<file path="src/rtl/mipi_tx_pkg.sv">
// D-PHY transmit shared definitions: lane state encoding, LP line levels, HS byte patterns.
// Latency: n/a (types and constants only).
// Backpressure: n/a.
// Shared by the clock-lane controller and the data-lane transmitter.
package mipi_tx_pkg;

    typedef enum logic [3:0] {
        ST_STOP      = 4'd0,
        ST_HS_RQST   = 4'd1,
        ST_BRIDGE    = 4'd2,
        ST_HS_ZERO   = 4'd3,
        ST_HS_PRE    = 4'd4,
        ST_HS_CLK    = 4'd5,
        ST_HS_POST   = 4'd6,
        ST_HS_TRAIL  = 4'd7,
        ST_HS_EXIT   = 4'd8,
        ST_ULPS_RQST = 4'd9,
        ST_ULPS      = 4'd10,
        ST_ULPS_EXIT = 4'd11
    } clk_state_t;

    // LP line levels packed as {lp_p, lp_n}
    localparam logic [1:0] LP11 = 2'b11;
    localparam logic [1:0] LP01 = 2'b01;
    localparam logic [1:0] LP10 = 2'b10;
    localparam logic [1:0] LP00 = 2'b00;

    localparam logic [7:0] HS_ZERO_BYTE = 8'h00;
    // Alternating bits starting with 1: every byte boundary is a rising phase
    localparam logic [7:0] HS_CLK_BYTE  = 8'h55;

endpackage

</file>
<file path="src/rtl/mipi_tx_timer.sv">
// Loadable down-counter: done is high while the count is zero.
// Latency: load takes effect on the next clk edge; done is combinational from the count.
// Backpressure: none; load overrides counting.
// Ports: clk, rst (sync active-high), load, load_val[CNT_W], done.
module mipi_tx_timer #(
    parameter int CNT_W = 16
) (
    input  logic             clk,
    input  logic             rst,
    input  logic             load,
    input  logic [CNT_W-1:0] load_val,
    output logic             done
);

    logic [CNT_W-1:0] cnt;

    always_ff @(posedge clk) begin
        if (rst) begin
            cnt <= '0;
        end else if (load) begin
            cnt <= load_val;
        end else if (cnt != '0) begin
            cnt <= cnt - 1'b1;
        end
    end

    assign done = (cnt == '0);

endmodule

</file>
<file path="src/rtl/mipi_clk_lane_tx.sv">
// D-PHY clock-lane TX controller: LP-11/01/00 -> HS-0 -> toggle -> trail -> LP-11 handshake.
// Latency: all outputs registered, changing on the same edge as the state register.
// Backpressure: none; hs_req is a level sampled only in STOP and HS_CLK.
// Ports: clk, rst (sync active-high), hs_req, ulps_req -> hs_byte[8], hs_oe, lp_p, lp_n,
//        clk_active, idle, ulps_active.
// Build option: define MIPI_CLK_ULPS_EN to include the ULPS entry/exit states.
module mipi_clk_lane_tx
    import mipi_tx_pkg::*;
#(
    parameter int T_LPX     = 4,
    parameter int T_PREPARE = 2,
    parameter int T_ZERO    = 16,
    parameter int T_PRE     = 2,
    parameter int T_POST    = 8,
    parameter int T_TRAIL   = 4,
    parameter int T_HS_EXIT = 6,
    parameter int T_WAKEUP  = 1000,
    parameter int CNT_W     = 16
) (
    input  logic       clk,
    input  logic       rst,
    input  logic       hs_req,
    input  logic       ulps_req,
    output logic [7:0] hs_byte,
    output logic       hs_oe,
    output logic       lp_p,
    output logic       lp_n,
    output logic       clk_active,
    output logic       idle,
    output logic       ulps_active
);

    clk_state_t       state, state_nxt;
    logic             tmr_done;
    logic             tmr_load;
    logic [CNT_W-1:0] tmr_val;

    logic [1:0] lp_nxt;
    logic       oe_nxt, act_nxt, idle_nxt, ulps_nxt;
    logic [7:0] byte_nxt;

`ifndef MIPI_CLK_ULPS_EN
    logic unused_ulps_req;
    assign unused_ulps_req = ulps_req;
`endif

    // Timer reload value for a state lasting max(T,1) cycles: done fires on its last cycle
    function automatic logic [CNT_W-1:0] dur(input clk_state_t s);
        int t;
        case (s)
            ST_HS_RQST, ST_ULPS_RQST: t = T_LPX;
            ST_BRIDGE:                t = T_PREPARE;
            ST_HS_ZERO:               t = T_ZERO;
            ST_HS_PRE:                t = T_PRE;
            ST_HS_POST:               t = T_POST;
            ST_HS_TRAIL:              t = T_TRAIL;
            ST_HS_EXIT:               t = T_HS_EXIT;
            ST_ULPS_EXIT:             t = T_WAKEUP;
            default:                  t = 1;
        endcase
        return (t <= 1) ? '0 : CNT_W'(t - 1);
    endfunction

    mipi_tx_timer #(.CNT_W(CNT_W)) u_timer (
        .clk      (clk),
        .rst      (rst),
        .load     (tmr_load),
        .load_val (tmr_val),
        .done     (tmr_done)
    );

    // Next state
    always_comb begin
        state_nxt = state;
        case (state)
            ST_STOP: begin
                if (hs_req) begin
                    state_nxt = ST_HS_RQST;
`ifdef MIPI_CLK_ULPS_EN
                end else if (ulps_req) begin
                    state_nxt = ST_ULPS_RQST;
`endif
                end
            end
            ST_HS_RQST:  if (tmr_done) state_nxt = ST_BRIDGE;
            ST_BRIDGE:   if (tmr_done) state_nxt = ST_HS_ZERO;
            ST_HS_ZERO:  if (tmr_done) state_nxt = ST_HS_PRE;
            ST_HS_PRE:   if (tmr_done) state_nxt = ST_HS_CLK;
            ST_HS_CLK:   if (!hs_req)  state_nxt = ST_HS_POST;
            ST_HS_POST:  if (tmr_done) state_nxt = ST_HS_TRAIL;
            ST_HS_TRAIL: if (tmr_done) state_nxt = ST_HS_EXIT;
            ST_HS_EXIT:  if (tmr_done) state_nxt = ST_STOP;
`ifdef MIPI_CLK_ULPS_EN
            ST_ULPS_RQST: if (tmr_done)  state_nxt = ST_ULPS;
            ST_ULPS:      if (!ulps_req) state_nxt = ST_ULPS_EXIT;
            ST_ULPS_EXIT: if (tmr_done)  state_nxt = ST_STOP;
`endif
            default: state_nxt = ST_STOP;
        endcase
    end

    // Timer restarts on every state change
    assign tmr_load = (state_nxt != state);
    assign tmr_val  = dur(state_nxt);

    // Output decode from the next state so outputs register alongside the state
    always_comb begin
        lp_nxt   = LP11;
        oe_nxt   = 1'b0;
        byte_nxt = HS_ZERO_BYTE;
        act_nxt  = 1'b0;
        idle_nxt = 1'b0;
        ulps_nxt = 1'b0;
        case (state_nxt)
            ST_STOP:     idle_nxt = 1'b1;
            ST_HS_RQST:  lp_nxt = LP01;
            ST_BRIDGE:   lp_nxt = LP00;
            ST_HS_ZERO, ST_HS_TRAIL: begin
                lp_nxt = LP00;
                oe_nxt = 1'b1;
            end
            ST_HS_PRE, ST_HS_POST: begin
                lp_nxt   = LP00;
                oe_nxt   = 1'b1;
                byte_nxt = HS_CLK_BYTE;
            end
            ST_HS_CLK: begin
                lp_nxt   = LP00;
                oe_nxt   = 1'b1;
                byte_nxt = HS_CLK_BYTE;
                act_nxt  = 1'b1;
            end
            ST_HS_EXIT:  lp_nxt = LP11;
`ifdef MIPI_CLK_ULPS_EN
            ST_ULPS_RQST, ST_ULPS_EXIT: lp_nxt = LP10;
            ST_ULPS: begin
                lp_nxt   = LP00;
                ulps_nxt = 1'b1;
            end
`endif
            default: idle_nxt = 1'b0;
        endcase
    end

    always_ff @(posedge clk) begin
        if (rst) begin
            state       <= ST_STOP;
            hs_byte     <= HS_ZERO_BYTE;
            hs_oe       <= 1'b0;
            lp_p        <= 1'b1;
            lp_n        <= 1'b1;
            clk_active  <= 1'b0;
            idle        <= 1'b1;
            ulps_active <= 1'b0;
        end else begin
            state       <= state_nxt;
            hs_byte     <= byte_nxt;
            hs_oe       <= oe_nxt;
            lp_p        <= lp_nxt[1];
            lp_n        <= lp_nxt[0];
            clk_active  <= act_nxt;
            idle        <= idle_nxt;
            ulps_active <= ulps_nxt;
        end
    end

endmodule
</file>
<file path="config.mk">
export PLATFORM = sky130hd
export DESIGN_NAME = mipi_clk_lane_tx
export DESIGN_NICKNAME = d
export VERILOG_FILES = /design/src/rtl/mipi_tx_pkg.sv /design/src/rtl/mipi_tx_timer.sv /design/src/rtl/mipi_clk_lane_tx.sv
export SDC_FILE = /design/constraint.sdc
export NUM_CORES = 1
export LEC_CHECK = 0
export BUFFER_PORTS_ARGS = -buffer_cell sky130_fd_sc_hd__buf_4
export CORE_UTILIZATION = 30
export CTS_BUF_LIST = sky130_fd_sc_hd__clkbuf_16
export DETAILED_ROUTE_END_ITERATION = 8
export PLACE_DENSITY = 0.5
export SLEW_MARGIN = 20
export SYNTH_ARGS = -nofsm -noshare
export SYNTH_HDL_FRONTEND = slang
export SYNTH_SLANG_ARGS = --single-unit
</file>
<file path="constraint.sdc">
create_clock -name clk -period 3.35 [get_ports clk]
set_input_delay 0.5025 -clock clk [delete_from_list [all_inputs] [get_ports clk]]
set_output_delay 0.5025 -clock clk [all_outputs]
set_load 0.005 [all_outputs]
</file>
Yosys cells after proc, flatten, opt, wreduce, memory -nomap -nowiden --
Memory sizes are Yosys's and may differ from the RTL's. Index checks and enable logic that the tools add are counted.
Operators by class: add/subtract/negate cells 2, $lt $le $gt $ge 1, equal/unequal tests 16, multiplexer cells 18, reductions and logical operators 8
Operators by type and width (count):
- $mux 16 | 3
- $mux 4 | 9
- $pmux 4 s9 | 1
- $eq 4x3->1 const B | 8
- $le 32x2->1 const B | 1
- $eq 4x2->1 const B | 4
- $logic_not 16->1 | 1
- $reduce_bool 16->1 | 1
- $sub 16x1->16 const B | 1
- $sub 16x2->16 const B | 1
- $eq 4x1->1 const B | 2
- $logic_not 4->1 | 2
- $mux 7 | 1
- $reduce_or 6->1 | 1
- $reduce_or 5->1 | 1
- $eq 4x4->1 const B | 1
- $ne 4x4->1 | 1
- $pmux 2 s2 | 1
- $mux 1 | 3
- $reduce_or 3->1 | 1
- $reduce_bool 2->1 | 1
Storage, ports and cells: register bits 33, bits in read-only memories 160, output and inout port bits 14, logic and storage cells 54, memories kept 1
Memory list:
- (name not given) | depth 16, width 10, rd ports 1, clocked after memory_dff 0, write ports 0, RTL line mipi_clk_lane_tx.sv:50 | case (s)

Logic depth before layout (Yosys ltp) --
Gate-level depths: netlist (run 1). An unclocked memory read counts as a cell.
word-level depth 7, gate-level depth with buffers 17

Modules after synthesis --
A second synthesis (run 1) with hierarchy kept.
Unflattened totals: cells, all modules 232, area, all modules 1903.1 µm²
By module, submodules not included:
- mipi_tx_timer | instances 1, cells each 116, area each 964.7 µm², seq. area each 320.3 µm²
- mipi_clk_lane_tx | instances 1, cells each 116, area each 938.4 µm², seq. area each 200.2 µm²

Worst setup path after synthesis (run 1) --
OpenSTA, ideal clock, no wires.
path type reg2reg, start point register u_timer.cnt[0], end point register u_timer.cnt[14], library setup time 0.116 ns, arrival 3.056 ns, required time 3.234 ns, slack 0.178 ns, stages on the path, launching flop included 17, buffers on the path 4, period minus slack after synthesis 3.172 ns, cell sequence dfxtp_1 > inv_1 > ha_1 > nor4b_2 > and4_1 > buf_2 > buf_2 > nor4_1 > nor3_1 > o21a_1 > ha_1 > buf_1 > nor2_1 > or3_2 > buf_6 > a32oi_1 > nor2_1
Between the ends: longest elaborated chain between the ends 7, elaborated cells on any way between the ends 19, those cells by class 2 x add/sub; 1 x order compare; 1 x eq/ne; 11 x mux; 3 x reduce/logical; 1 x memory
Ends and longest elaborated chain:
- start, declared | RTL line mipi_tx_timer.sv:15 | logic [CNT_W-1:0] cnt;
- start signal, assigned | RTL line mipi_tx_timer.sv:21 | cnt <= load_val;
- start signal, assigned | RTL line mipi_tx_timer.sv:23 | cnt <= cnt - 1'b1;
- $logic_not 16->1 | RTL line mipi_tx_timer.sv:27 | assign done = (cnt == '0);
- $mux 4, or another cell as far along | RTL line mipi_clk_lane_tx.sv:92 | ST_HS_EXIT: if (tmr_done) state_nxt = ST_STOP;
- $pmux 4 s9 | RTL line mipi_clk_lane_tx.sv:75 | case (state)
- $mem_v2 16x10
- $le 32x2->1 / $sub 16x2->16 (equally long branches) | RTL line mipi_clk_lane_tx.sv:61 | return (t <= 1) ? '0 : CNT_W'(t - 1);
- $mux 16 | RTL line mipi_clk_lane_tx.sv:61
- $mux 16 | RTL line mipi_tx_timer.sv:20 | end else if (load) begin
Parallel ways exist; a longest one is shown, timed or not. The select of a mux whose other input is x is not followed. A chain may end at the register's enable or synchronous reset.

Final worst setup path (run 1) --
start point register u_timer.cnt[0], end point register u_timer.cnt[4]
Same word-level chain as after synthesis.

==> results.md, run 1 <==
* DPL Wire Length at 2980 µm
* Starting DRT DRC Count at 81
* Worst-Margin Slew at 525 ps
* Setup WS post-layout at 309 ps
* Slew Limit Headroom at 64.9%
* Detail Route Antenna Nets at 0
* Area grow syn2layout at 14.5%
* Filler cells at 572
* CTS max path bufs at 2
* Clk slew on worst S/H paths at 70 ps
* Synth Cell Area at 1790 µm²
* Crit Path Max Fanout at 7
* Antenna Cells at 0
* Residual DRC at 0
* Layout cells sized above 1 at 15.7%
* Sum of negative setup slack at 0 ps
* Vias at 1539
* Hold Path Stages at 2
* YS warnings at 0
* CTS buffer count at 3
* Primary FF master, synth: dfxtp_1
* Critical Path Start Type: flip-flop
* Routed length per instance at 13.2 µm
* WP data arrival at 3240 ps
* Fin crit period at 3040 ps
* Worst Hold End: u_timer.cnt[1]$_SDFFE_PP0P_
* Vias in the first global route at 1326
* First-pass GRT wire length at 6750 µm
* Endpoints failing setup at 0
* Die H at 79.2 µm
* Worst Skew at 8.97 ps
* Synth top area share at 29.1%
* Root Buffer: clkbuf_16
* CP Capture Type: flip-flop
* Reg2Reg Depth at 16
* Nets at 240
* PwrDens at 999 nW/µm²
* HP Start: u_timer.cnt[1]$_SDFFE_PP0P_
* CP required at 3550 ps
* CTS Sinks at 26
* Reg-to-Reg End: u_timer.cnt[4]$_SDFFE_PP0P_
* Flop and latch count out of synthesis at 26
* WL final at 3960 µm
* Unrepaired setup endpoints after global routing: false
* Worst skew pair latency at 260 ps
* Pre-CTS WS at 268 ps
* Tot GR Track Use at 13.5%
* GP Congestion at 0.780
* Worst hold path class: flip-flop to flip-flop
* Final Cycle Share at 90.8%
* Cell taking the most area after synthesis: dfxtp_1
* Initial core utilization at 31.7%
* CTS tree: yes
* H-tree levels at 1
* Peak supply drop at 0.000295 V
* Hold Fails Final Rpt at 0
* Worst r2r src: u_timer.cnt[0]$_SDFFE_PP0P_
* Cell variety after synth at 54
* Sequential share of the synthesized area at 29.1%
* Die width at 79.2 µm
* Lkg Pwr at 0.820 nW
* Post-synthesis instance total at 219
* Max-slew violations at 0
* Fmax achieved at 329 MHz
* Die area at 6280 µm²
* Core Region at 5640 µm²
* WS Path Type: flip-flop to flip-flop
* Flop2flop setup slack at 310 ps
* DRT Pass-1 Iters at 4
* Max-Cap Viols at 0
* Avg Cell Area, Syn at 8.17 µm²
* Vias per cell at 5.11
* Hold Buf Count CTS at 0
* Initial antenna violation count at 0
* Synth area leaders: dfxtp_1, nor2_1, xnor2_1
* Multi-input gate area at 1140 µm²
* Pin count of the biggest net entering global routing at 16
* Std-Cell Rows at 27
* Register Area at 520 µm²
* Port bufs at 11
* Outcome: finished clean
* Io pins at 18
* Total grt overflow at 0
* Post-synth EDFFs at 0
* FFs w/ async S/R, synth at 0%
-- critical path, cell delays in order (launching register included) --
cell	delay (ps)
dfxtp_1	330
inv_1	100
ha_1	190
nor4b_4	270
nand4_4	200
buf_4	220
nor3_2	170
nor3_1	70
o21a_1	190
ha_1	210
buf_4	160
nor4b_1	250
a21o_1	120
nand2_1	50
a21oi_1	150
o211ai_1	130
a21oi_1	170
-- cell usage in the layout, fill, tap and decap left out, types with 4 or more instances in the layout --
cell type / Yosys / routed
a21o_1: 4 / 4
xor2_1: 5 / 5
conb_1: 2 / 10
nand3b_1: 4 / 4
ha_1: 6 / 6
inv_1: 8 / 8
o21ai_0: 6 / 6
a21oi_1: 13 / 13
nor3_1: 9 / 9
a32oi_1: 5 / 5
xnor2_1: 9 / 9
nor2_1: 22 / 22
nand2_1: 15 / 15
nor4_1: 5 / 5
dfxtp_1: 26 / 26
nand3_1: 8 / 8
buf_4: 8 / 21
-- where the power goes --
part	total (W)	leakage (nW)	switching, W	internal, W
registers	0.000510	0.213	0.000109	0.000401
clock network	0.000348	0.0511	0.000110	0.000238
logic	0.00119	0.556	0.000656	0.000531
-- worst max path at each step --
| stage | startpoint | cells past startpoint | endpoint |
|---|---|---|---|
| floorplan | u_timer.cnt[0]$_SDFFE_PP0P_ | 16 | u_timer.cnt[14]$_SDFFE_PP0P_ |
| global placement | u_timer.cnt[0]$_SDFFE_PP0P_ | 16 | u_timer.cnt[4]$_SDFFE_PP0P_ |
| detailed placement | u_timer.cnt[0]$_SDFFE_PP0P_ | 16 | u_timer.cnt[4]$_SDFFE_PP0P_ |
| CTS | u_timer.cnt[0]$_SDFFE_PP0P_ | 16 | u_timer.cnt[4]$_SDFFE_PP0P_ |
| global route | u_timer.cnt[0]$_SDFFE_PP0P_ | 15 | u_timer.cnt[2]$_SDFFE_PP0P_ |
| finish | u_timer.cnt[0]$_SDFFE_PP0P_ | 16 | u_timer.cnt[4]$_SDFFE_PP0P_ |
-- registers in the layout (all words and copies together) (netlist names) --
signal	flops
u_timer.cnt	16
state	4
clk_active	1
hs_byte	1
hs_oe	1
idle	1
lp_n	1
lp_p	1
-- timing repair --
item / CTS / global route
setup endpoints to repair: 0 / 2
resized for setup: 0 / 1
buffers inserted: 0 / 0
-- per-layer routing --
metal,share of wire [%],wire length [µm],global-route usage [%],vias up
met1,53,2100,20.3,721
met4,0,0,3.27,0
met2,44,1760,20.5,29
met5,0,0,0,-
met3,2.7,107,1.38,0
li1,-,-,-,789
-- metrics by stage --
stage,power (W),cell area (µm²),util (%),hold slack [ps],std cells
after floorplan,0.00143,1820,-,471,227
after global placement,0.00169,1930,34.3,499,297
after detailed placement,0.00168,1930,34.3,497,297
after CTS,0.00205,2040,36.1,504,301
after global routing,0.00222,2050,36.3,524,301
final,0.00205,2050,36.3,510,301
-- cells by family (layout without fill, tap and decap cells) --
family	after synthesis	count (layout)	share of synthesized area (%)
multiplexers	3	3	1.68
other	2	10	0.420
adder cells (fa/ha/maj)	6	6	4.20
AO/OA/AOI/OAI	47	47	19.2
AND/OR/NAND/NOR	89	89	29.2
buffers and inverters	32	34	9.30
XOR/XNOR	14	14	6.85
flip-flops	26	26	29.1
-- final cells by class --
type                       instances  area share (%)
clock buffer                       3            3.67
clock inverter                     1            1.47
inverter                           9            1.65
multi-input combinational        169            55.7
sequential                        26            25.4
tap                               72            4.40
timing repair buffer              21            7.70
-- cells in the mapped netlist (all sizes together) (3+ instances only) --
master  instances
a211oi          3
a21o            4
a21oi          13
a32oi           5
and3            3
buf            18
clkbuf          5
dfxtp          26
ha              6
inv             9
mux2i           3
nand2          15
nand3           9
nand3b          4
nand4           4
nor2           22
nor2b           3
nor3           10
nor4            7
o21ai           7
o22ai           3
xnor2           9
xor2            5
Power figures use the tool's default switching activity.
==> inputs of run 2 (changes only) <==
==> constraint.sdc (replaced) <==
create_clock -name clk -period 3.35 [get_ports clk]
set_input_delay 0.335 -clock clk [delete_from_list [all_inputs] [get_ports clk]]
set_output_delay 0.335 -clock clk [all_outputs]
set_load 0.005 [all_outputs]
==> run 2 against run 1 <==
  * Non-clock buffer count rose by 1
  * Sequential power barely moved
  * Via count rose by 1.1%
  * Cell count rose by 0.33%
  * Clock-buffer cell count did not move
  * Clock skew fell by 1.2 ps
  * Die area did not move
  * Flip-flop and latch count did not move
  * First-iteration DRC count rose by 28%
  * Core utilization rose by 0.13 points
  * Cell area rose by 0.37%
  * Critical path type unchanged
  * Largest cell class unchanged
==> results.md, run 2 (synthesized netlist as in run 1, its figures left out) <==
* WP data arrival at 3230 ps (about the same)
* Power Total at 0.00205 W (+0.39%)
* Multi-input gate area at 1140 µm² (unchanged)
* Top reg by flops: u_timer.cnt
* Total grt overflow at 0 (unchanged)
* Pre-CTS WS at 271 ps (+3.46 ps)
* Setup WS post-layout at 315 ps (+6.09 ps)
* Lkg Pwr at 0.824 nW (+0.48%)
* CP required at 3540 ps (about the same)
* Area grow syn2layout at 14.9%
* Fmax achieved at 329 MHz (+0.20%)
* Max-Cap Viols at 0 (unchanged)
* Crit Path Max Fanout at 7 (unchanged)
* Die area at 6280 µm² (unchanged)
* Pin count of the biggest net entering global routing at 16 (unchanged)
* Routed length per instance at 13.5 µm (+2.5%)
* Starting DRT DRC Count at 104 (+28%)
* Worst r2r src: u_timer.cnt[0]$_SDFFE_PP0P_
* Core Region at 5640 µm² (unchanged)
* H-tree levels at 1 (unchanged)
* First-pass GRT wire length at 6950 µm (+3.0%)
* Worst hold path class: input pin to flip-flop
* Commonest non-fill, non-tap cell in the layout: dfxtp_1
* DRT Pass-1 Iters at 4 (unchanged)
* WL final at 4070 µm (+2.8%)
* Slew Limit Headroom at 63.4% (-1.5 points)
* Vias at 1556 (+1.1%)
* Initial core utilization at 31.7% (unchanged)
* Endpoints failing setup at 0 (unchanged)
* HP Start: rst
* Final Cycle Share at 90.6% (-0.18 points)
* Final instance area at 2060 µm² (+0.37%)
* Fin crit period at 3040 ps (-6.09 ps)
* Vias in the first global route at 1390 (+4.8%)
* Worst-Margin Slew at 544 ps (+18.6 ps)
* Max-slew violations at 0 (unchanged)
* Number of flip-flops in the largest register at 16 (unchanged)
* Io pins at 18 (unchanged)
* Clk slew on worst S/H paths at 70 ps (about the same)
* Hold Path Stages at 2 (unchanged)
* CTS tree: yes
* Reg2Reg Depth at 16 (unchanged)
* Root Buffer: clkbuf_16
* Flop2flop setup slack at 310 ps (about the same)
* Placed Instances at 297 (unchanged)
* Outcome: finished clean
* Most frequent cells in the layout: dfxtp_1, nor2_1, buf_4
* Die H at 79.2 µm (unchanged)
* Layout cells sized above 1 at 16.1% (+0.37 points)
* Critical Path Start Type: flip-flop
* CTS buffer count at 3 (unchanged)
* Final std cells w/o fill at 302 (+0.33%)
* Die width at 79.2 µm (unchanged)
* Biggest regs: u_timer.cnt: 16 flops, state: 4 flops
* Nets at 241 (+0.42%)
* WS Path Type: flip-flop to flip-flop
* Filler cells at 571 (-0.17%)
* Worst Skew at 7.74 ps (-1.24 ps)
* Port bufs at 11 (unchanged)
* Tot GR Track Use at 14.1% (+0.53 points)
* Detail Route Antenna Nets at 0 (unchanged)
* Std-Cell Rows at 27 (unchanged)
* Worst skew pair latency at 260 ps (about the same)
* GP Congestion at 0.768 (-1.5%)
* Hold Fails Final Rpt at 0 (unchanged)
* CP Capture Type: flip-flop
* Reg-to-Reg End: u_timer.cnt[4]$_SDFFE_PP0P_
* PwrDens at 999 nW/µm² (about the same)
* Residual DRC at 0 (unchanged)
* Placed cell area at 1930 µm² (unchanged)
* Hold Buf Count CTS at 0 (unchanged)
* Worst Hold End: u_timer.cnt[0]$_SDFFE_PP0P_
* Hold slack at 344 ps (-166 ps)
* DPL Wire Length at 3030 µm (+2.0%)
* Register Area at 520 µm² (unchanged)
* Initial antenna violation count at 0 (unchanged)
* CTS max path bufs at 2 (unchanged)
* Peak supply drop at 0.000318 V (+7.7%)
* CTS Sinks at 26 (unchanged)
* Antenna Cells at 0 (unchanged)
* Vias per cell at 5.15 (+0.77%)
-- run 2: worst max-delay path, cell delays in order, from the launching register on --
cell      delay, ps
dfxtp_1         330
inv_1           100
ha_1            190
nor4b_4         270
nand4_4         190
buf_4           220
nor3_2          150
nor3_1           70
o21a_1          190
ha_1            210
buf_4           160
nor4b_1         240
a21o_1          110
nand2_1          50
a21oi_1         150
o211ai_1        140
a21oi_1         180
-- run 2: metal layers --
layer,GRT usage (%),vias up,wire [µm]
met5,0,-,0
met4,4.36,0,36
met3,2.30,2,134
met2,21.4,37,1780
met1,20.1,723,2130
li1,-,794,-
-- run 2: repair_timing --
| action | in CTS | in global routing |
|---|---|---|
| hold endpoints to repair | 0 | 0 |
| endpoints found under the setup margin | 0 | 5 |
| setup buffers | 0 | 1 |
| gates resized for setup | 0 | 1 |
-- run 2: cell type report --
cell class                 instances  share of cell area [%]
clock buffer                       3                    3.65
clock inverter                     1                    1.46
inverter                           9                    1.64
multi-input combinational        169                    55.5
sequential                        26                    25.3
tap                               72                    4.38
timing repair buffer              22                    8.03
-- run 2: report_power, final --
group | leakage, nW | total [W] | switching (W) | internal, W
sequential | 0.213 | 0.000512 | 0.000111 | 0.000401
combinational | 0.560 | 0.00119 | 0.000656 | 0.000537
clock | 0.0511 | 0.000348 | 0.000110 | 0.000238
-- run 2: per-stage QoR --
stage | TNS, ps | utilization [%]
2_1_floorplan | 0 | -
4_1_cts | 0 | 36.1
6_report | 0 | 36.4
3_3_place_gp | 0 | 34.3
5_1_grt | -31.1 | 36.4
3_5_place_dp | 0 | 34.3
-- run 2: how the worst max path moves through the flow --
stage / start / end
5_1_grt: u_timer.cnt[0]$_SDFFE_PP0P_ / u_timer.cnt[4]$_SDFFE_PP0P_
2_1_floorplan: u_timer.cnt[0]$_SDFFE_PP0P_ / u_timer.cnt[14]$_SDFFE_PP0P_
3_5_place_dp: u_timer.cnt[0]$_SDFFE_PP0P_ / u_timer.cnt[2]$_SDFFE_PP0P_
6_report: u_timer.cnt[0]$_SDFFE_PP0P_ / u_timer.cnt[4]$_SDFFE_PP0P_
4_1_cts: u_timer.cnt[0]$_SDFFE_PP0P_ / u_timer.cnt[4]$_SDFFE_PP0P_
3_3_place_gp: u_timer.cnt[0]$_SDFFE_PP0P_ / u_timer.cnt[4]$_SDFFE_PP0P_
